==> src/rtl/fifo_block_reader_if.sv <==
// FIFO read-side and sample-stream signals used by fifo_block_reader.
// The master modport is the reader. The slave modport is its environment,
// which is the delay FIFO plus the downstream residual calculator.
interface fifo_block_reader_if #(
    parameter int DATA_WIDTH  = 16,
    parameter int COUNT_WIDTH = 16
);
    logic                          iFifoEmpty;
    logic        [COUNT_WIDTH-1:0] iFifoUsedw;
    logic        [DATA_WIDTH-1:0]  iFifoQ;
    logic                          oFifoRdreq;
    logic signed [DATA_WIDTH-1:0]  oSample;
    logic                          oValid;
    logic                          iReady;
    logic                          oFirst;
    logic                          oLast;

    modport master (
        input  iFifoEmpty,
        input  iFifoUsedw,
        input  iFifoQ,
        input  iReady,
        output oFifoRdreq,
        output oSample,
        output oValid,
        output oFirst,
        output oLast
    );

    modport slave (
        output iFifoEmpty,
        output iFifoUsedw,
        output iFifoQ,
        output iReady,
        input  oFifoRdreq,
        input  oSample,
        input  oValid,
        input  oFirst,
        input  oLast
    );
endinterface

==> src/rtl/fifo_block_reader.sv <==
// Drains one block of BLOCK_SIZE samples from the sample delay FIFO for each
// iStart. It presents the block as a valid/ready stream with first/last markers.
// A 2-entry buffer covers the FIFO's one-cycle read latency, so reads only go
// out when the data they return is certain to have a free slot.
//
// state     | meaning
// ----------+----------------------------------------------------------
// IDLE      | no block in progress, waiting for iStart
// WAIT_FILL | block armed, waiting for the FIFO to hold a whole block
// READ      | issuing FIFO reads until BLOCK_SIZE have gone out
// DRAIN     | all reads issued, emptying the buffer downstream
// DONE      | last sample accepted, oDone pulse, then back to IDLE
module fifo_block_reader #(
    parameter int BLOCK_SIZE  = 4096,
    parameter int DATA_WIDTH  = 16,
    parameter int COUNT_WIDTH = 16
) (
    input  logic                iClock,
    input  logic                iReset,
    input  logic                iStart,
    fifo_block_reader_if.master bus,
    output logic                oBusy,
    output logic                oDone
);

    // Counters must be able to hold BLOCK_SIZE itself, not just BLOCK_SIZE-1.
    localparam int CNT_W = $clog2(BLOCK_SIZE + 1);
    localparam logic [CNT_W-1:0]       LAST_IDX   = CNT_W'(BLOCK_SIZE - 1);
    localparam logic [CNT_W-1:0]       BLOCK_CNT  = CNT_W'(BLOCK_SIZE);
    localparam logic [COUNT_WIDTH-1:0] FILL_LEVEL = COUNT_WIDTH'(BLOCK_SIZE);

    typedef enum logic [2:0] {
        IDLE      = 3'd0,
        WAIT_FILL = 3'd1,
        READ      = 3'd2,
        DRAIN     = 3'd3,
        DONE      = 3'd4
    } state_t;

    state_t                       state_q, state_d;
    logic [CNT_W-1:0]             rd_issued_q, rd_issued_d;
    logic [CNT_W-1:0]             tx_count_q, tx_count_d;
    logic [1:0]                   buf_count_q, buf_count_d;
    logic signed [DATA_WIDTH-1:0] buf0_q, buf0_d;   // head, drives oSample
    logic signed [DATA_WIDTH-1:0] buf1_q, buf1_d;   // second entry
    logic                         inflight_q;       // rdreq was issued last cycle

    logic       rdreq;
    logic       pop;
    logic       capture;
    logic [2:0] occupancy;

    assign bus.oValid     = (buf_count_q != 2'd0);
    assign bus.oSample    = buf0_q;
    assign bus.oFirst     = bus.oValid && (tx_count_q == '0);
    assign bus.oLast      = bus.oValid && (tx_count_q == LAST_IDX);
    assign bus.oFifoRdreq = rdreq;
    assign oBusy          = (state_q != IDLE);
    assign oDone          = (state_q == DONE);

    assign pop     = bus.oValid && bus.iReady;
    assign capture = inflight_q;

    // Entries the buffer is committed to after this cycle's pop, counting
    // the read whose data is still in flight from the FIFO.
    assign occupancy = {1'b0, buf_count_q} + {2'b00, inflight_q} - {2'b00, pop};

    // Sequencing: block start, fill wait, read issue and end-of-block detection.
    always_comb begin
        state_d     = state_q;
        rd_issued_d = rd_issued_q;
        tx_count_d  = tx_count_q;
        rdreq       = 1'b0;

        if (pop) begin
            tx_count_d = tx_count_q + 1'b1;
        end

        case (state_q)
            IDLE: begin
                if (iStart) begin
                    state_d     = WAIT_FILL;
                    rd_issued_d = '0;
                    tx_count_d  = '0;
                end
            end

            WAIT_FILL: begin
                if (bus.iFifoUsedw >= FILL_LEVEL) begin
                    state_d = READ;
                end
            end

            READ: begin
                rdreq = !bus.iFifoEmpty
                        && (rd_issued_q < BLOCK_CNT)
                        && (occupancy < 3'd2);
                if (rdreq) begin
                    rd_issued_d = rd_issued_q + 1'b1;
                    if (rd_issued_q == LAST_IDX) begin
                        state_d = DRAIN;
                    end
                end
            end

            DRAIN: begin
                if (pop && (tx_count_q == LAST_IDX)) begin
                    state_d = DONE;
                end
            end

            DONE: begin
                state_d = IDLE;
            end

            default: begin
                state_d = IDLE;
            end
        endcase
    end

    // Output buffer: capture FIFO data into the next free slot and pop from the head.
    always_comb begin
        buf0_d      = buf0_q;
        buf1_d      = buf1_q;
        buf_count_d = buf_count_q;

        case ({capture, pop})
            2'b01: begin
                buf0_d      = buf1_q;
                buf_count_d = buf_count_q - 2'd1;
            end
            2'b10: begin
                if (buf_count_q == 2'd0) begin
                    buf0_d = bus.iFifoQ;
                end else begin
                    buf1_d = bus.iFifoQ;
                end
                buf_count_d = buf_count_q + 2'd1;
            end
            2'b11: begin
                // Count is unchanged. The new word lands behind whatever remains.
                if (buf_count_q == 2'd1) begin
                    buf0_d = bus.iFifoQ;
                end else begin
                    buf0_d = buf1_q;
                    buf1_d = bus.iFifoQ;
                end
            end
            default: begin
                buf_count_d = buf_count_q;
            end
        endcase
    end

    // Control registers. Reset abandons any block and the read in flight.
    always_ff @(posedge iClock) begin
        if (iReset) begin
            state_q     <= IDLE;
            rd_issued_q <= '0;
            tx_count_q  <= '0;
            inflight_q  <= 1'b0;
        end else begin
            state_q     <= state_d;
            rd_issued_q <= rd_issued_d;
            tx_count_q  <= tx_count_d;
            inflight_q  <= rdreq;
        end
    end

    // Buffer registers.
    always_ff @(posedge iClock) begin
        if (iReset) begin
            buf0_q      <= '0;
            buf1_q      <= '0;
            buf_count_q <= 2'd0;
        end else begin
            buf0_q      <= buf0_d;
            buf1_q      <= buf1_d;
            buf_count_q <= buf_count_d;
        end
    end

endmodule

==> src/flat_wrapper.sv <==
// flat-port wrapper written by rule: the top's interface ports become plain ports
module fifo_block_reader_flat 
#(
    parameter int BLOCK_SIZE  = 4096,
    parameter int DATA_WIDTH  = 16,
    parameter int COUNT_WIDTH = 16
)
  (iClock, iReset, iStart, oBusy, oDone, bus_iFifoEmpty, bus_iFifoUsedw, bus_iFifoQ, bus_iReady, bus_oFifoRdreq, bus_oSample, bus_oValid, bus_oFirst, bus_oLast);
  fifo_block_reader_if #(.DATA_WIDTH(DATA_WIDTH), .COUNT_WIDTH(COUNT_WIDTH)) bus_i ();
  input  logic iClock;
  input  logic iReset;
  input  logic iStart;
  output logic oBusy;
  output logic oDone;
  input wire logic [$bits(bus_i.iFifoEmpty)-1:0] bus_iFifoEmpty;
  input wire logic [$bits(bus_i.iFifoUsedw)-1:0] bus_iFifoUsedw;
  input wire logic [$bits(bus_i.iFifoQ)-1:0] bus_iFifoQ;
  input wire logic [$bits(bus_i.iReady)-1:0] bus_iReady;
  output wire logic [$bits(bus_i.oFifoRdreq)-1:0] bus_oFifoRdreq;
  output wire logic [$bits(bus_i.oSample)-1:0] bus_oSample;
  output wire logic [$bits(bus_i.oValid)-1:0] bus_oValid;
  output wire logic [$bits(bus_i.oFirst)-1:0] bus_oFirst;
  output wire logic [$bits(bus_i.oLast)-1:0] bus_oLast;
  assign bus_i.iFifoEmpty = bus_iFifoEmpty;
  assign bus_i.iFifoUsedw = bus_iFifoUsedw;
  assign bus_i.iFifoQ = bus_iFifoQ;
  assign bus_i.iReady = bus_iReady;
  assign bus_oFifoRdreq = bus_i.oFifoRdreq;
  assign bus_oSample = bus_i.oSample;
  assign bus_oValid = bus_i.oValid;
  assign bus_oFirst = bus_i.oFirst;
  assign bus_oLast = bus_i.oLast;
  fifo_block_reader #(.BLOCK_SIZE(BLOCK_SIZE), .DATA_WIDTH(DATA_WIDTH), .COUNT_WIDTH(COUNT_WIDTH)) u_core (.iClock(iClock), .iReset(iReset), .iStart(iStart), .bus(bus_i), .oBusy(oBusy), .oDone(oDone));
endmodule
==> config.mk <==
export PLATFORM = sky130hd
export DESIGN_NAME = fifo_block_reader_flat
export DESIGN_NICKNAME = d
export VERILOG_FILES = /design/src/rtl/fifo_block_reader_if.sv /design/src/rtl/fifo_block_reader.sv /design/src/flat_wrapper.sv
export SDC_FILE = /design/constraint.sdc
export NUM_CORES = 1
export LEC_CHECK = 0
export CELL_PAD_IN_SITES_DETAIL_PLACEMENT = 0
export CELL_PAD_IN_SITES_GLOBAL_PLACEMENT = 1
export CORE_ASPECT_RATIO = 1.25
export CORE_MARGIN = 2
export CORE_UTILIZATION = 31
export DETAILED_ROUTE_END_ITERATION = 7
export PLACE_DENSITY = 0.73
export SLEW_MARGIN = 30
export SYNTH_ARGS = -nofsm -noshare
export SYNTH_HDL_FRONTEND = slang
export SYNTH_SLANG_ARGS = --single-unit
==> constraint.sdc <==
create_clock -name iClock -period 3.95 [get_ports iClock]
set_clock_uncertainty 0.05 [all_clocks]
set_input_delay 0.79 -clock iClock [delete_from_list [all_inputs] [get_ports iClock]]
set_output_delay 0.79 -clock iClock [all_outputs]
set_load 0.02 [all_outputs]
==> impl_metrics.yaml <==
run_status:
  status: "complete, no violations"
cells_and_area:
  stdcell_area_mm2: 0.003891
  drive_above_1_share: 0.09184
  n_fill_cell: 922
  nNetsFinal: 431
  syn2layout_area_growth_pct: 30.89
  num_antenna_cells: 0
  utilization: 0.4219
  multiInputGateArea_mm2: 0.001564
  final-seq-area_mm2: 0.001281
  stdcell_count: 515
sta:
  worst_pin_slew_ns: 0.9037
  setup_viol_count_final: 0
  rsz0062_at_grt: "false"
  hold_viol_final: 0
  slew_headroom: 0.3957
  tns_ns: 0
  fin_crit_sh: 0.9389
  drv_slew: 0
  fmax_ghz: 0.2696
  fin_crit_ns: 3.709
yosys:
  async_reset_ff_frac: 0
  synth_top_area_cell: "dfxtp_1"
  synth-edff-count: 0
  yosys.area_share.adder: 0.03199
  yosys.area.top_type_share: 0.4310
  synthSimpleGateAreaFrac: 0.2205
  synthTopCellsByArea: "dfxtp_1 (43%), nor2_1 (6.9%), mux2i_1 (5.7%)"
  yosysSeqAreaShare: 0.4310
  post_synth_xor_area_fraction: 0.03830
  synth-seq-cells: 64
  synth_top_family_by_area: "simple AND/OR/NAND/NOR gates"
  synth-compound-area-share: 0.1713
  netlist_area_mm2: 0.002973
  synthMuxAreaShare: 0.06187
  postSynthAreaPerCell_um2: 8.848
  syn-num-nets: 380
  postSynthCellCount: 336
  synth_cell_types: 48
  synth-main-ff-cell: "dfxtp_1"
  ys_warn_count: 0
power_and_ir_drop:
  powerDensity_mw_per_mm2: 610.7
  total_leakage_power_nw: 1.262
  ir_drop_mv: 0.3717
floorplanning:
  rows: 39
  coreArea_mm2: 0.009223
  die_x_um: 91.59
  dieHeight_um: 113.5
  initial_core_util: 0.3223
  die_area_mm2: 0.01039
  io_pins: 59
worst_setup_path:
  critPathArrivalTime_ns: 2.87
  reg2regPathDepth: 13
  startpoint_type: "flip-flop"
  crit_path_end_kind: "output port"
  critPathMaxFanout: 4
  crit_type: "flip-flop to output port"
  r2r_start: "u_core.buf_count_q[1]$_SDFFE_PP0P_"
  cp.required_ns: 3.11
  crit_path_start: "u_core.buf_count_q[1]$_SDFFE_PP0P_"
placement:
  dp.final_hpwl_mm: 4.747
  place_inst: 499
  routabilityCongestion: 0.7756
  io_buffer_count: 46
  placed_area_mm2: 0.003600
cts:
  clock-sinks: 64
  cts.path.max_buffers: 2
  postCtsSetupBuffers: 0
  path_clk_slew_ns: 0.05
  htree_num_levels: 3
  cts_tree: "done"
  root_buffer: "clkbuf_16"
  cts_buffers: 9
  insertion_delay_ns: 0.32
worst_hold_path:
  min_from: "u_core.rd_issued_q[11]$_SDFFE_PP0P_"
  min_path_type: "flip-flop to flip-flop"
  worstHoldPathCells: 2
run:
  drv_cap: 0
grt:
  grt_pass1_vias: 2579
  groute.usage.overall: 0.1426
  grt_overflow: 0
  grt_first_pass_wirelength_mm: 11.96
  antenna_found_initial: 0
  grt_max_degree: 33
route:
  vias_per_cell: 5.056
  route.detailed.drc: 0
  wl_per_cell_um: 13.37
  drtPass1Iterations: 6
  first_iter_violations: 109
  vias: 2604
  antenna_left: 0
  wl_mm: 6.885
## critical path, stage by stage (launching register included)
cell and delay, ns:
dfxtp_1 0.39, inv_1 0.09, ha_1 0.19, and2b_2 0.24, inv_2 0.04, nor2_1 0.11
o21ai_1 0.11, fa_1 0.57, nand4bb_1 0.15, nor3_2 0.26, buf_4 0.15, clkdlybuf4s15_2 0.24
## registers in the layout, summed over array words and instances, names as in the netlist
name	count
u_core.buf1_q	16
u_core.bus.oSample	16
u_core.tx_count_q	13
u_core.state_q	3
u_core.capture	1
u_core.buf_count_q	2
u_core.rd_issued_q	13
## synthesized netlist by cell type (2+ instances only)
| cell type | number |
|---|---|
| buf_2 | 5 |
| nor4_1 | 7 |
| nor3_1 | 8 |
| a22oi_1 | 16 |
| or2_1 | 2 |
| or4_1 | 9 |
| nand4_1 | 9 |
| xnor2_1 | 8 |
| a21oi_1 | 15 |
| nor4b_1 | 2 |
| xor2_1 | 5 |
| ha_1 | 6 |
| clkbuf_1 | 12 |
| nand3_1 | 6 |
| inv_2 | 2 |
| o21ai_1 | 2 |
| dfxtp_1 | 64 |
| o21ai_0 | 3 |
| nor2_1 | 55 |
| inv_1 | 9 |
| o31ai_1 | 9 |
| or3_1 | 5 |
| nand3b_1 | 2 |
| and3_1 | 2 |
| a211oi_1 | 17 |
| nand2_1 | 18 |
| mux2i_1 | 17 |
## final cells by class
cell class                 instances  share of cell area
clock buffer                      12             0.06077
clock inverter                     4             0.01158
inverter                          11             0.01061
multi-input combinational        241              0.4019
sequential                        64              0.3293
tap                              123             0.03955
timing repair buffer              60              0.1463
## routing by layer
layer | vias up | wire [µm] | global-route usage | share of wire
met3 | 7 | 264 | 0.04095 | 0.038
met5 | - | 0 | 0 | 0
met2 | 38 | 3561 | 0.2471 | 0.52
met4 | 0 | 106 | 0.06970 | 0.015
met1 | 1229 | 2953 | 0.1600 | 0.43
li1 | 1330 | - | - | -
## layout by cell type, fill, tap and decap left out, drive strengths merged, types with 2 or more instances in the layout
master,netlist,layout
buf,8,14
a211oi,17,17
inv,11,11
clkbuf,12,12
nor4b,2,2
mux2i,18,18
or2,3,3
nor3,8,8
nand3b,2,2
clkdlybuf4s50,0,44
a311oi,2,2
or4,9,9
dfxtp,64,64
a21oi,15,15
ha,6,6
a22oi,16,16
o31ai,9,9
nand2,18,18
nor4,7,7
and3,2,2
xnor2,8,8
nand3,6,6
clkinv,0,3
nor2,55,55
o21ai,5,5
nand4,9,9
or3,5,5
xor2,5,5
## power by group
group,internal [mW],switching [mW]
clock,0.485,0.270
combinational,0.379,0.444
sequential,0.739,0.0599
total,1.60,0.774
## worst paths after layout
kind / slack [ns] / to
max: 0.24 / bus_oFifoRdreq
min: 0.43 / u_core.rd_issued_q[11]$_SDFFE_PP0P_
max reg2reg: 0.80 / u_core.rd_issued_q[3]$_SDFFE_PP0P_
min reg2reg: 0.43 / u_core.rd_issued_q[11]$_SDFFE_PP0P_
## metrics by stage
| stage | setup WS [ns] | total power [mW] | hold WS [ns] |
|---|---|---|---|
| after floorplan | 0.4100 | 1.290 | 0.3915 |
| after global placement | -0.4014 | 1.628 | 0.4054 |
| after detailed placement | -0.4099 | 1.640 | 0.4212 |
| after CTS | 0.04159 | 2.411 | 0.4285 |
| after global routing | 0.07211 | 2.529 | 0.4577 |
| final | 0.2413 | 2.376 | 0.4323 |
## logic make-up (layout without fill, tap and decap cells)
group | Yosys count | in the layout
fa+ha+maj | 7 | 7
simple gates | 132 | 132
flops | 64 | 64
buf+inv | 31 | 87
xor+xnor | 13 | 13
mux | 18 | 18
compound gates | 71 | 71
## repair_timing
action / 4_1_cts / 5_1_grt
pin swaps: 1 / 2
gates resized for setup: 4 / 3
hold buffers: 0 / 0
setup endpoints to repair: 1 / 1
No activity file was read; power rests on OpenSTA's default activity.
